<file path="src/rtl/smd_pad_reader_pkg.sv">
// Shared types and constants for the Mega Drive pad poller: FSM states,
// SEL slot numbering and bit positions in the published button word.
package smd_pad_pkg;

  typedef enum logic [1:0] {
    ST_IDLE  = 2'd0,
    ST_DRIVE = 2'd1,
    ST_DONE  = 2'd2
  } state_e;

  // Even slots drive SEL high, odd slots drive it low.
  localparam logic [2:0] SLOT_H0 = 3'd0;
  localparam logic [2:0] SLOT_L0 = 3'd1;
  localparam logic [2:0] SLOT_H1 = 3'd2;
  localparam logic [2:0] SLOT_L1 = 3'd3;
  localparam logic [2:0] SLOT_H2 = 3'd4;
  localparam logic [2:0] SLOT_L2 = 3'd5;
  localparam logic [2:0] SLOT_H3 = 3'd6;
  localparam logic [2:0] SLOT_L3 = 3'd7;

  localparam int BTN_UP = 0;
  localparam int BTN_DW = 1;
  localparam int BTN_LF = 2;
  localparam int BTN_RG = 3;
  localparam int BTN_A  = 4;
  localparam int BTN_B  = 5;
  localparam int BTN_C  = 6;
  localparam int BTN_ST = 7;
  localparam int BTN_Z  = 8;
  localparam int BTN_Y  = 9;
  localparam int BTN_X  = 10;
  localparam int BTN_MD = 11;

endpackage

</file>
<file path="src/rtl/smd_pad_reader_if.sv">
// Pad-side and host-side signals of the poller, plus a debug view of its FSM.
interface smd_pad_reader_if;
  import smd_pad_pkg::*;

  // valid is a one-cycle strobe with no ready: buttons/pad_present/six_button
  // are stable between strobes, so a consumer may sample them at any time.
  logic        enable;
  logic [5:0]  p_in;
  logic        sel;
  logic [11:0] buttons;
  logic        pad_present;
  logic        six_button;
  logic        valid;
  logic        busy;
  state_e      dbg_state;

  modport master (
    input  enable, p_in,
    output sel, buttons, pad_present, six_button, valid, busy, dbg_state
  );

  modport slave (
    output enable, p_in,
    input  sel, buttons, pad_present, six_button, valid, busy, dbg_state
  );

endinterface

</file>
<file path="src/rtl/smd_pad_reader_sync2.sv">
// Two-flop synchronizer; resets to all-ones so idle (released) pad pins read high.
module sync2 #(
  parameter int WIDTH = 1
) (
  input  logic             clk,
  input  logic             rst_n,
  input  logic [WIDTH-1:0] i_d,
  output logic [WIDTH-1:0] o_q
);

  logic [WIDTH-1:0] r_meta;
  logic [WIDTH-1:0] r_sync;

  always_ff @(posedge clk or negedge rst_n) begin
    if (!rst_n) begin
      r_meta <= '1;
      r_sync <= '1;
    end else begin
      r_meta <= i_d;
      r_sync <= r_meta;
    end
  end

  assign o_q = r_sync;

endmodule

</file>
<file path="src/rtl/smd_pad_reader.sv">
// Polls a 3/6-button Mega Drive pad through the 8-slot SEL sequence and
// publishes a frame-consistent active-high button word with presence flags.
module smd_pad_reader
  import smd_pad_pkg::*;
#(
  parameter int STEP_CYCLES = 20,
  parameter int POLL_CYCLES = 170000
) (
  input  logic              clk,
  input  logic              rst_n,
  smd_pad_reader_if.master  bus
);

  localparam int SW = $clog2(STEP_CYCLES);
  localparam int TW = $clog2(POLL_CYCLES);
  localparam logic [SW-1:0] STEP_LAST    = SW'(STEP_CYCLES - 1);
  localparam logic [TW-1:0] TIMER_RELOAD = TW'(POLL_CYCLES - 1);

  state_e        r_state;
  logic [2:0]    r_slot;
  logic [SW-1:0] r_step;
  logic [TW-1:0] r_timer;
  logic          r_sel;
  logic          r_valid;

  logic [11:0]   r_cap_btn;
  logic          r_cap_present;
  logic          r_cap_six;
  logic [11:0]   r_buttons;
  logic          r_present;
  logic          r_six;

  logic [5:0]    w_p;
  logic          w_sample;

  sync2 #(.WIDTH(6)) u_sync (
    .clk   (clk),
    .rst_n (rst_n),
    .i_d   (bus.p_in),
    .o_q   (w_p)
  );

  assign w_sample = (r_state == ST_DRIVE) && (r_step == STEP_LAST);

  // The poll timer free-runs through DRIVE/DONE so the frame period is exact.
  always_ff @(posedge clk or negedge rst_n) begin
    if (!rst_n) begin
      r_state <= ST_IDLE;
      r_slot  <= SLOT_H0;
      r_step  <= '0;
      r_timer <= TIMER_RELOAD;
      r_sel   <= 1'b1;
      r_valid <= 1'b0;
    end else begin
      r_valid <= 1'b0;
      case (r_state)
        ST_IDLE: begin
          r_sel <= 1'b1;
          if (r_timer != '0) begin
            r_timer <= r_timer - 1'b1;
          end else if (bus.enable) begin
            r_state <= ST_DRIVE;
            r_slot  <= SLOT_H0;
            r_step  <= '0;
            r_timer <= TIMER_RELOAD;
          end
        end
        ST_DRIVE: begin
          if (r_timer != '0) r_timer <= r_timer - 1'b1;
          if (r_step == STEP_LAST) begin
            r_step <= '0;
            if (r_slot == SLOT_L3) begin
              r_state <= ST_DONE;
              r_sel   <= 1'b1;
              r_valid <= 1'b1;
            end else begin
              r_slot <= r_slot + 3'd1;
              // next slot is odd (SEL low) exactly when the current one is even
              r_sel  <= r_slot[0];
            end
          end else begin
            r_step <= r_step + 1'b1;
          end
        end
        ST_DONE: begin
          if (r_timer != '0) r_timer <= r_timer - 1'b1;
          r_state <= ST_IDLE;
          r_slot  <= SLOT_H0;
          r_sel   <= 1'b1;
        end
        default: begin
          r_state <= ST_IDLE;
          r_sel   <= 1'b1;
        end
      endcase
    end
  end

  // Shadow capture per slot; the published word is loaded at the end of L3
  // so it appears in the DONE cycle together with valid.
  always_ff @(posedge clk or negedge rst_n) begin
    if (!rst_n) begin
      r_cap_btn     <= '0;
      r_cap_present <= 1'b0;
      r_cap_six     <= 1'b0;
      r_buttons     <= '0;
      r_present     <= 1'b0;
      r_six         <= 1'b0;
    end else if (w_sample) begin
      case (r_slot)
        SLOT_H0: begin
          r_cap_btn[BTN_UP] <= ~w_p[5];
          r_cap_btn[BTN_DW] <= ~w_p[4];
          r_cap_btn[BTN_LF] <= ~w_p[3];
          r_cap_btn[BTN_RG] <= ~w_p[2];
          r_cap_btn[BTN_B]  <= ~w_p[1];
          r_cap_btn[BTN_C]  <= ~w_p[0];
          r_cap_btn[11:8]   <= 4'b0000;
        end
        SLOT_L0: begin
          r_cap_present     <= (w_p[3:2] == 2'b00);
          r_cap_btn[BTN_A]  <= ~w_p[1];
          r_cap_btn[BTN_ST] <= ~w_p[0];
        end
        SLOT_L2: begin
          r_cap_six <= (w_p[5:2] == 4'b0000);
        end
        SLOT_H3: begin
          if (r_cap_six) begin
            r_cap_btn[BTN_Z]  <= ~w_p[5];
            r_cap_btn[BTN_Y]  <= ~w_p[4];
            r_cap_btn[BTN_X]  <= ~w_p[3];
            r_cap_btn[BTN_MD] <= ~w_p[2];
          end
        end
        SLOT_L3: begin
          if (!r_cap_present) begin
            r_buttons <= '0;
            r_present <= 1'b0;
            r_six     <= 1'b0;
          end else begin
            r_present <= 1'b1;
            r_six     <= r_cap_six;
            r_buttons <= r_cap_six ? r_cap_btn : {4'b0000, r_cap_btn[7:0]};
          end
        end
        default: begin
        end
      endcase
    end
  end

  assign bus.sel         = r_sel;
  assign bus.valid       = r_valid;
  assign bus.busy        = (r_state != ST_IDLE);
  assign bus.buttons     = r_buttons;
  assign bus.pad_present = r_present;
  assign bus.six_button  = r_six;
  assign bus.dbg_state   = r_state;

endmodule

</file>
<file path="src/flat_wrapper.sv">
// flat-port wrapper written by rule: the top's interface ports become plain ports
module smd_pad_reader_flat import smd_pad_pkg::*;
#(
  parameter int STEP_CYCLES = 20,
  parameter int POLL_CYCLES = 170000
)
  (clk, rst_n, bus_enable, bus_p_in, bus_sel, bus_buttons, bus_pad_present, bus_six_button, bus_valid, bus_busy, bus_dbg_state);
  smd_pad_reader_if bus_i ();
  input  logic clk;
  input  logic rst_n;
  input wire logic [$bits(bus_i.enable)-1:0] bus_enable;
  input wire logic [$bits(bus_i.p_in)-1:0] bus_p_in;
  output wire logic [$bits(bus_i.sel)-1:0] bus_sel;
  output wire logic [$bits(bus_i.buttons)-1:0] bus_buttons;
  output wire logic [$bits(bus_i.pad_present)-1:0] bus_pad_present;
  output wire logic [$bits(bus_i.six_button)-1:0] bus_six_button;
  output wire logic [$bits(bus_i.valid)-1:0] bus_valid;
  output wire logic [$bits(bus_i.busy)-1:0] bus_busy;
  output wire logic [$bits(bus_i.dbg_state)-1:0] bus_dbg_state;
  assign bus_i.enable = bus_enable;
  assign bus_i.p_in = bus_p_in;
  assign bus_sel = bus_i.sel;
  assign bus_buttons = bus_i.buttons;
  assign bus_pad_present = bus_i.pad_present;
  assign bus_six_button = bus_i.six_button;
  assign bus_valid = bus_i.valid;
  assign bus_busy = bus_i.busy;
  assign bus_dbg_state = bus_i.dbg_state;
  smd_pad_reader #(.STEP_CYCLES(STEP_CYCLES), .POLL_CYCLES(POLL_CYCLES)) u_core (.clk(clk), .rst_n(rst_n), .bus(bus_i));
endmodule
</file>
<file path="config.mk">
export PLATFORM = sky130hd
export DESIGN_NAME = smd_pad_reader_flat
export DESIGN_NICKNAME = d
export VERILOG_FILES = /design/src/rtl/smd_pad_reader_pkg.sv /design/src/rtl/smd_pad_reader_if.sv /design/src/rtl/smd_pad_reader_sync2.sv /design/src/rtl/smd_pad_reader.sv /design/src/flat_wrapper.sv
export SDC_FILE = /design/constraint.sdc
export NUM_CORES = 1
export LEC_CHECK = 0
export ABC_AREA = 1
export CAP_MARGIN = 20
export CORE_ASPECT_RATIO = 0.6
export CORE_MARGIN = 5
export CORE_UTILIZATION = 62
export DETAILED_ROUTE_END_ITERATION = 12
export PLACE_DENSITY = 0.84
export SLEW_MARGIN = 20
export SYNTH_ARGS = -nofsm -noshare
export SYNTH_HDL_FRONTEND = slang
export SYNTH_SLANG_ARGS = --single-unit
</file>
<file path="constraint.sdc">
create_clock -name clk -period 3 [get_ports clk]
set_input_delay 0.45 -clock clk [delete_from_list [all_inputs] [get_ports clk]]
set_output_delay 0.45 -clock clk [all_outputs]
set_load 0.02 [all_outputs]
</file>
# Word-level counts from Yosys, hierarchy flattened
# Index checks and enable logic that the tools add are counted.
# word_totals
in_bits	9
register_bits	70
# op_classes
n_bitwise	6
mux	30
n_eq_ne	15
reduce_logical	21
add_sub_neg	3
# op_table
op	n
18-bit two-way mux	3
18-bit case mux with 2 select lines	1
12-bit two-way mux	2
18-bit nonzero test	1
18-bit by 1-bit subtractor with 18-bit output (second input constant)	1
5-bit two-way mux	3
3-bit two-way mux	4
2-bit inequality test (second input constant)	5
5-bit case mux with 2 select lines	1
3-bit == test (second input constant)	3
3-bit case mux with 3 select lines	1
3-bit AND reduction	3
1-bit two-way mux	8
2-bit two-way mux	4
4-bit case mux with 2 select lines	1
2-bit AND reduction	4
2-bit nonzero test	4
1-bit inverter	6
5-bit by 1-bit adder with 5-bit output (second input constant)	1
5-bit == test (second input constant)	1
5-bit AND reduction	1
2-bit zero test	2
4-bit zero test	1
4-bit two-way mux	1
other kinds (12)	13

# Longest topological paths before layout
# logic_depth
word_depth	4
mapped_depth	9
depth_no_buf	9

# Modules after synthesis
# Synthesis repeated with hierarchy kept, for this count alone.
# unflattened
hier_cells	376
hier_area_um2	3348.2
# by_module_without_submodules
module	area_per_inst_um2	instances	seq_area_each_um2	cells_each
smd_pad_reader	3032.9	1	1462.7	364
sync2	315.3	1	315.3	12

# Least setup slack after synthesis
# Ideal clock, no wire load.
# synth_timing
kind	register to register
start	register u_core.r_state[0] (netlist: u_core.bus.dbg_state[0])
end	register u_core.r_timer[0]
t_required_ns	2.921
stages_incl_launch_ff	8
path_slack_ns	1.174
n_path_buf	0
t_arrival_ns	1.747
path_cell_list	dfrtp_1 > inv_1 > ha_1 > a21oi_1 > nor2_1 > nor2_1 > o21ai_0 > o21ai_0
# synth_via
elab_chain_cells	4
word_cells_on_any_way	9
classes_between	eq/ne: 4; mux: 1; reduce/logical: 4
# synth_lines
item	line	text
start, declared	smd_pad_reader.sv:19	state_e r_state;
start signal, assigned	smd_pad_reader.sv:48	r_state <= ST_IDLE;
start signal, assigned	smd_pad_reader.sv:62	r_state <= ST_DRIVE;
start signal, assigned	smd_pad_reader.sv:73	r_state <= ST_DONE;
2-bit == test / 2-bit by 1-bit == test with 1-bit output (equally long branches)	smd_pad_reader.sv:56	case (r_state)
2-bit OR reduction (no line)	--	
2-bit by 1-bit inequality test with 1-bit output (no line) / 2-bit nonzero test (equally long branches)	--	
3-bit AND reduction (no line)	--	
end signal, assigned	smd_pad_reader.sv:60	r_timer <= r_timer - 1'b1;
end signal, assigned	smd_pad_reader.sv:69	if (r_timer != '0) r_timer <= r_timer - 1'b1;
end signal, assigned	smd_pad_reader.sv:86	if (r_timer != '0) r_timer <= r_timer - 1'b1;
end, declared	smd_pad_reader.sv:22	logic [TW-1:0] r_timer;
# Several ways; a longest one is shown, not always the timed one.
# A chain may end at the register's enable or synchronous reset.

# Final worst setup path
# layout_timing
start	register u_core.r_state[1] (netlist: u_core.bus.dbg_state[1])
end	register u_core.r_cap_btn[8]
# layout_via
elab_chain_cells	3
# layout_lines
item	line	text
2-bit by 1-bit == test with 1-bit output	smd_pad_reader.sv:43	assign w_sample = (r_state == ST_DRIVE) && (r_step == STEP_LAST);
1-bit logical AND	smd_pad_reader.sv:43	
3-bit AND reduction (no line)	--	
end signal, assigned by index	smd_pad_reader.sv:112	r_cap_btn[BTN_UP] <= ~w_p[5];
end signal, assigned by index	smd_pad_reader.sv:113	r_cap_btn[BTN_DW] <= ~w_p[4];
end signal, assigned by index	smd_pad_reader.sv:114	r_cap_btn[BTN_LF] <= ~w_p[3];
end, declared	smd_pad_reader.sv:26	logic [11:0] r_cap_btn;
# Every way passes these cells.

==> impl_table.tex <==
\begin{tabular}{lr}
\hline
Metric & Value \\
\hline
\multicolumn{2}{l}{\textbf{STA}} \\
Setup total negative slack & 0 ps \\
Worst slew margin relative to its limit & 0.590 \\
Post-layout minimum cycle time & 2300 ps \\
Max-slew violation count & 0 \\
Highest achievable clock rate & $\sim$440 MHz \\
Transition time at the pin with the least slew margin & 614 ps \\
Worst clock skew & around 4.8 ps \\
RSZ-0062 raised after global routing & no \\
Hold Worst Slack & 68.8 ps \\
Final hold violations & 0 \\
Number of failing setup endpoints in the final timing report & 0 \\
Crit share post-route & 0.766 \\
\multicolumn{2}{l}{\textbf{Min path}} \\
Type of the most critical hold path & in2async \\
\multicolumn{2}{l}{\textbf{Floorplanning}} \\
Starting density of the core & 0.652 \\
Total core area & around 0.0052 mm2 \\
Horizontal extent of the die & roughly 110 um \\
Row count & 20 \\
Top Ports & 28 \\
Die area & just over 0.007 mm2 \\
Floorplan die height & 67.2 um \\
\multicolumn{2}{l}{\textbf{Logic synthesis}} \\
Largest area contributor in the synthesized netlist & sky130\_fd\_sc\_hd\_\_dfrtp\_1 \\
Fraction of the mapped netlist area in adder cells & 0.0408 \\
Dominant combinational cell family by area after synthesis & simple AND/OR/NAND/NOR gates \\
Average cell area after synthesis & 8.91 um2 \\
Seq cells post-synth & 70 \\
Synthesized Nets & 399 \\
Multiplexer area fraction after synthesis & 0 \\
Most instantiated flip-flop cell in the synthesis netlist & sky130\_fd\_sc\_hd\_\_dfrtp\_1 \\
Share of async-settable or async-resettable flops after synthesis & 1.00 \\
Cells taking the most area after synthesis & sky130\_fd\_sc\_hd\_\_dfrtp\_1 36\%, sky130\_fd\_sc\_hd\_\_dfstp\_2 16\%, sky130\_fd\_sc\_hd\_\_nand2\_1 12\%, sky130\_fd\_sc\_hd\_\_o21ai\_0 6.1\%, sky130\_fd\_sc\_hd\_\_nor2\_1 4.3\% \\
Compound-cell area share of the yosys netlist & 0.115 \\
Xor/xnor cell area share of the yosys netlist & 0.0182 \\
Number of cells produced by synthesis & 379 \\
Sequential-to-total area share from yosys stat & 0.526 \\
Yosys Warn Count & 0 \\
Post-synthesis instance area & 0.00338 mm2 \\
Distinct cell type count of the synthesized netlist & 33 \\
Number of enable flip-flop cells after synthesis & 0 \\
Share of synthesized cell area in and, or, nand and nor gates & 0.254 \\
Fraction of post-synthesis cell area in the top cell type by area & 0.363 \\
\multicolumn{2}{l}{\textbf{Route}} \\
Routed wire length & 7390 um \\
Average detailed-routed wire length per instance & between 15 and 20 um \\
Vias per Instance & $\sim$5.7 \\
TritonRoute pass-1 iters & 5 \\
DRC viols & 0 \\
Total number of vias & 2762 \\
Number of routed nets with antenna violations & 0 \\
Number of DRC violations after detailed-routing iteration 0 & 233 \\
\multicolumn{2}{l}{\textbf{Clocking}} \\
Clock Sink Count & 70 \\
Post CTS Setup Buffer Count & 0 \\
CTS tree & yes \\
Clock slew at reported path FFs & 70 ps \\
TritonCTS Buffers & 9 \\
Resized cells post-CTS & 0 \\
Buffer levels on the longest clock path & 2 \\
Clock latency on the worst-skew pair & 350 ps \\
Root Driver & sky130\_fd\_sc\_hd\_\_clkbuf\_8 \\
Number of hold buffers added after CTS & 0 \\
Total number of H-tree levels & 3 \\
\multicolumn{2}{l}{\textbf{Critical path}} \\
Number of cells on the worst reg-to-reg path & 8 \\
Slack of the worst reg-to-reg path & 700 ps \\
Crit Path Class & reg2reg \\
Endpoint of the worst-slack reg-to-reg timing path & u\_core.r\_cap\_btn[8] \\
Arr. time, crit path & $\sim$2600 ps \\
Kind of capture point of the worst setup path & flop \\
Required arrival time at the worst endpoint & 3270 ps \\
Critical path startpoint category & flop \\
Crit Reg-Reg Startpoint & u\_core.bus.dbg\_state[1] \\
Max Fanout on Critical Path & 13 \\
\multicolumn{2}{l}{\textbf{Final layout}} \\
Commonest non-fill, non-tap cell in the layout & sky130\_fd\_sc\_hd\_\_nand2\_1 \\
Number of filler instances in the final layout & 368 \\
Leading cell types in the layout, fill and taps excluded & 111 x sky130\_fd\_sc\_hd\_\_nand2\_1, 49 x sky130\_fd\_sc\_hd\_\_dfrtp\_1, 41 x sky130\_fd\_sc\_hd\_\_o21ai\_0, 39 x sky130\_fd\_sc\_hd\_\_nor2\_1 \\
Fraction of final layout cells sized beyond drive strength 1 & 0.137 \\
Diodes inserted & 0 \\
Synthesis-to-layout area growth & 16.6\% \\
Post-layout net count & about 430 \\
Non-filler instance count after layout & 483 \\
\multicolumn{2}{l}{\textbf{GRT}} \\
Global-route wire length before repair & 12800 um \\
Overall routing resource usage & 0.233 \\
Total congestion overflow after global routing & 0 \\
Initial antenna violation count & 0 \\
Via count of the first global-routing pass & 2616 \\
Maximum number of pins on one net before global-route repair & 30 \\
\multicolumn{2}{l}{\textbf{Power and ir drop}} \\
Net switching power & 0.383 mW \\
Internal power summed over all cells & 1.55 mW \\
Power Density & 490 mW/mm2 \\
Static leakage & around 1.7 nW \\
Clock power share & 0.484 \\
Switching power share of the total & 0.199 \\
Largest voltage drop on the vdd net & 0.295 mV \\
Logic gate share of total power & 0.017 \\
Portion of total power attributed to sequential cells & 0.499 \\
\multicolumn{2}{l}{\textbf{Placed design}} \\
Post-placement cell count & 467 \\
GPL Wtd Cong & 0.991 \\
Input/output buffers & 27 \\
Hpwl dp & 5210 um \\
\multicolumn{2}{l}{\textbf{Flow run}} \\
Max-cap check violation count & 0 \\
\multicolumn{2}{l}{\textbf{Run status}} \\
Outcome & complete, no violations \\
\hline
\end{tabular}
## worst max path at each step
stage | startpoint | endpoint | depth (start not counted)
3_3_place_gp | u_core.bus.dbg_state[1] | u_core.r_cap_btn[8] | 8
5_1_grt | u_core.bus.dbg_state[1] | u_core.r_cap_btn[9] | 8
6_report | u_core.bus.dbg_state[1] | u_core.r_cap_btn[8] | 8
3_5_place_dp | u_core.bus.dbg_state[1] | u_core.r_cap_btn[9] | 8
2_1_floorplan | u_core.bus.dbg_state[0] | u_core.r_timer[0] | 7
4_1_cts | u_core.bus.dbg_state[0] | bus_busy | 4
## Yosys cell counts (2+ instances only)
cell and count:
sky130_fd_sc_hd__nand2_1 111, sky130_fd_sc_hd__dfrtp_1 49, sky130_fd_sc_hd__o21ai_0 41, sky130_fd_sc_hd__nor2_1 39, sky130_fd_sc_hd__inv_1 26, sky130_fd_sc_hd__dfstp_2 21, sky130_fd_sc_hd__nand3_1 16, sky130_fd_sc_hd__ha_1 11
sky130_fd_sc_hd__nand3b_1 11, sky130_fd_sc_hd__a22o_1 8, sky130_fd_sc_hd__a21oi_1 6, sky130_fd_sc_hd__xor2_1 5, sky130_fd_sc_hd__nor2_4 4, sky130_fd_sc_hd__o21ai_2 4, sky130_fd_sc_hd__buf_6 3, sky130_fd_sc_hd__clkbuf_1 2
sky130_fd_sc_hd__nand2_2 2, sky130_fd_sc_hd__nor2_2 2, sky130_fd_sc_hd__o21ai_1 2, sky130_fd_sc_hd__or2_2 2, sky130_fd_sc_hd__xnor2_1 2
## layer usage
layer  share of wire  up-vias  track usage
met2            0.44      119        0.356
met4           0.012        0       0.0671
met1            0.48     1323        0.323
met3           0.070       16       0.0745
li1                -     1304            -
met5               0        -            0
## metrics by stage
stage	power [mW]	setup slack, ps	utilization	cell area, um2
2_1_floorplan	0.981	1170	-	3380
3_3_place_gp	1.01	898	0.712	3690
3_5_place_dp	1.01	777	0.712	3690
4_1_cts	1.94	702	0.760	3940
5_1_grt	2.00	448	0.760	3940
6_report	1.93	703	0.760	3940
## flip-flops by register name (all words and copies together), names as in the netlist, 2 cells and up
register / cells
u_core.r_timer: 18
u_core.u_sync.r_meta: 6
u_core.r_step: 5
u_core.r_slot: 3
u_core.bus.buttons: 12
u_core.bus.dbg_state: 2
u_core.u_sync.o_q: 6
u_core.r_cap_btn: 12
## worst max-delay path: stages (launching register included)
cell	delay [ps]
sky130_fd_sc_hd__dfrtp_1	430
sky130_fd_sc_hd__inv_1	100
sky130_fd_sc_hd__ha_1	280
sky130_fd_sc_hd__inv_1	200
sky130_fd_sc_hd__nor2_4	230
sky130_fd_sc_hd__nand3b_1	400
sky130_fd_sc_hd__nand2_1	370
sky130_fd_sc_hd__nand3_1	120
sky130_fd_sc_hd__o21ai_0	90
## power groups by stage
stage,Combinational (mW),Sequential (mW),Clock (mW)
floorplan,0.00270,0.978,0
finish,0.0331,0.963,0.934
detailed placement,0.0344,0.979,0
global placement,0.0334,0.979,0
CTS,0.0347,0.963,0.944
global route,0.0385,0.963,0.996
## cell families after synthesis
family | Yosys count
simple gates | 192
compound gates | 65
fa+ha+maj | 11
flops | 70
buf+inv | 34
xor+xnor | 7
## cell type report
type                            count  area [um2]  area share
Clock buffer                       11         141      0.0359
Clock inverter                      5         106      0.0270
Inverter                           27         101      0.0257
Multi-Input combinational cell    275        1450       0.367
Sequential cell                    70        1780       0.452
Tap cell                           66        82.6      0.0210
Timing Repair Buffer               29         280      0.0712
No activity file was read; power rests on OpenSTA's default activity.
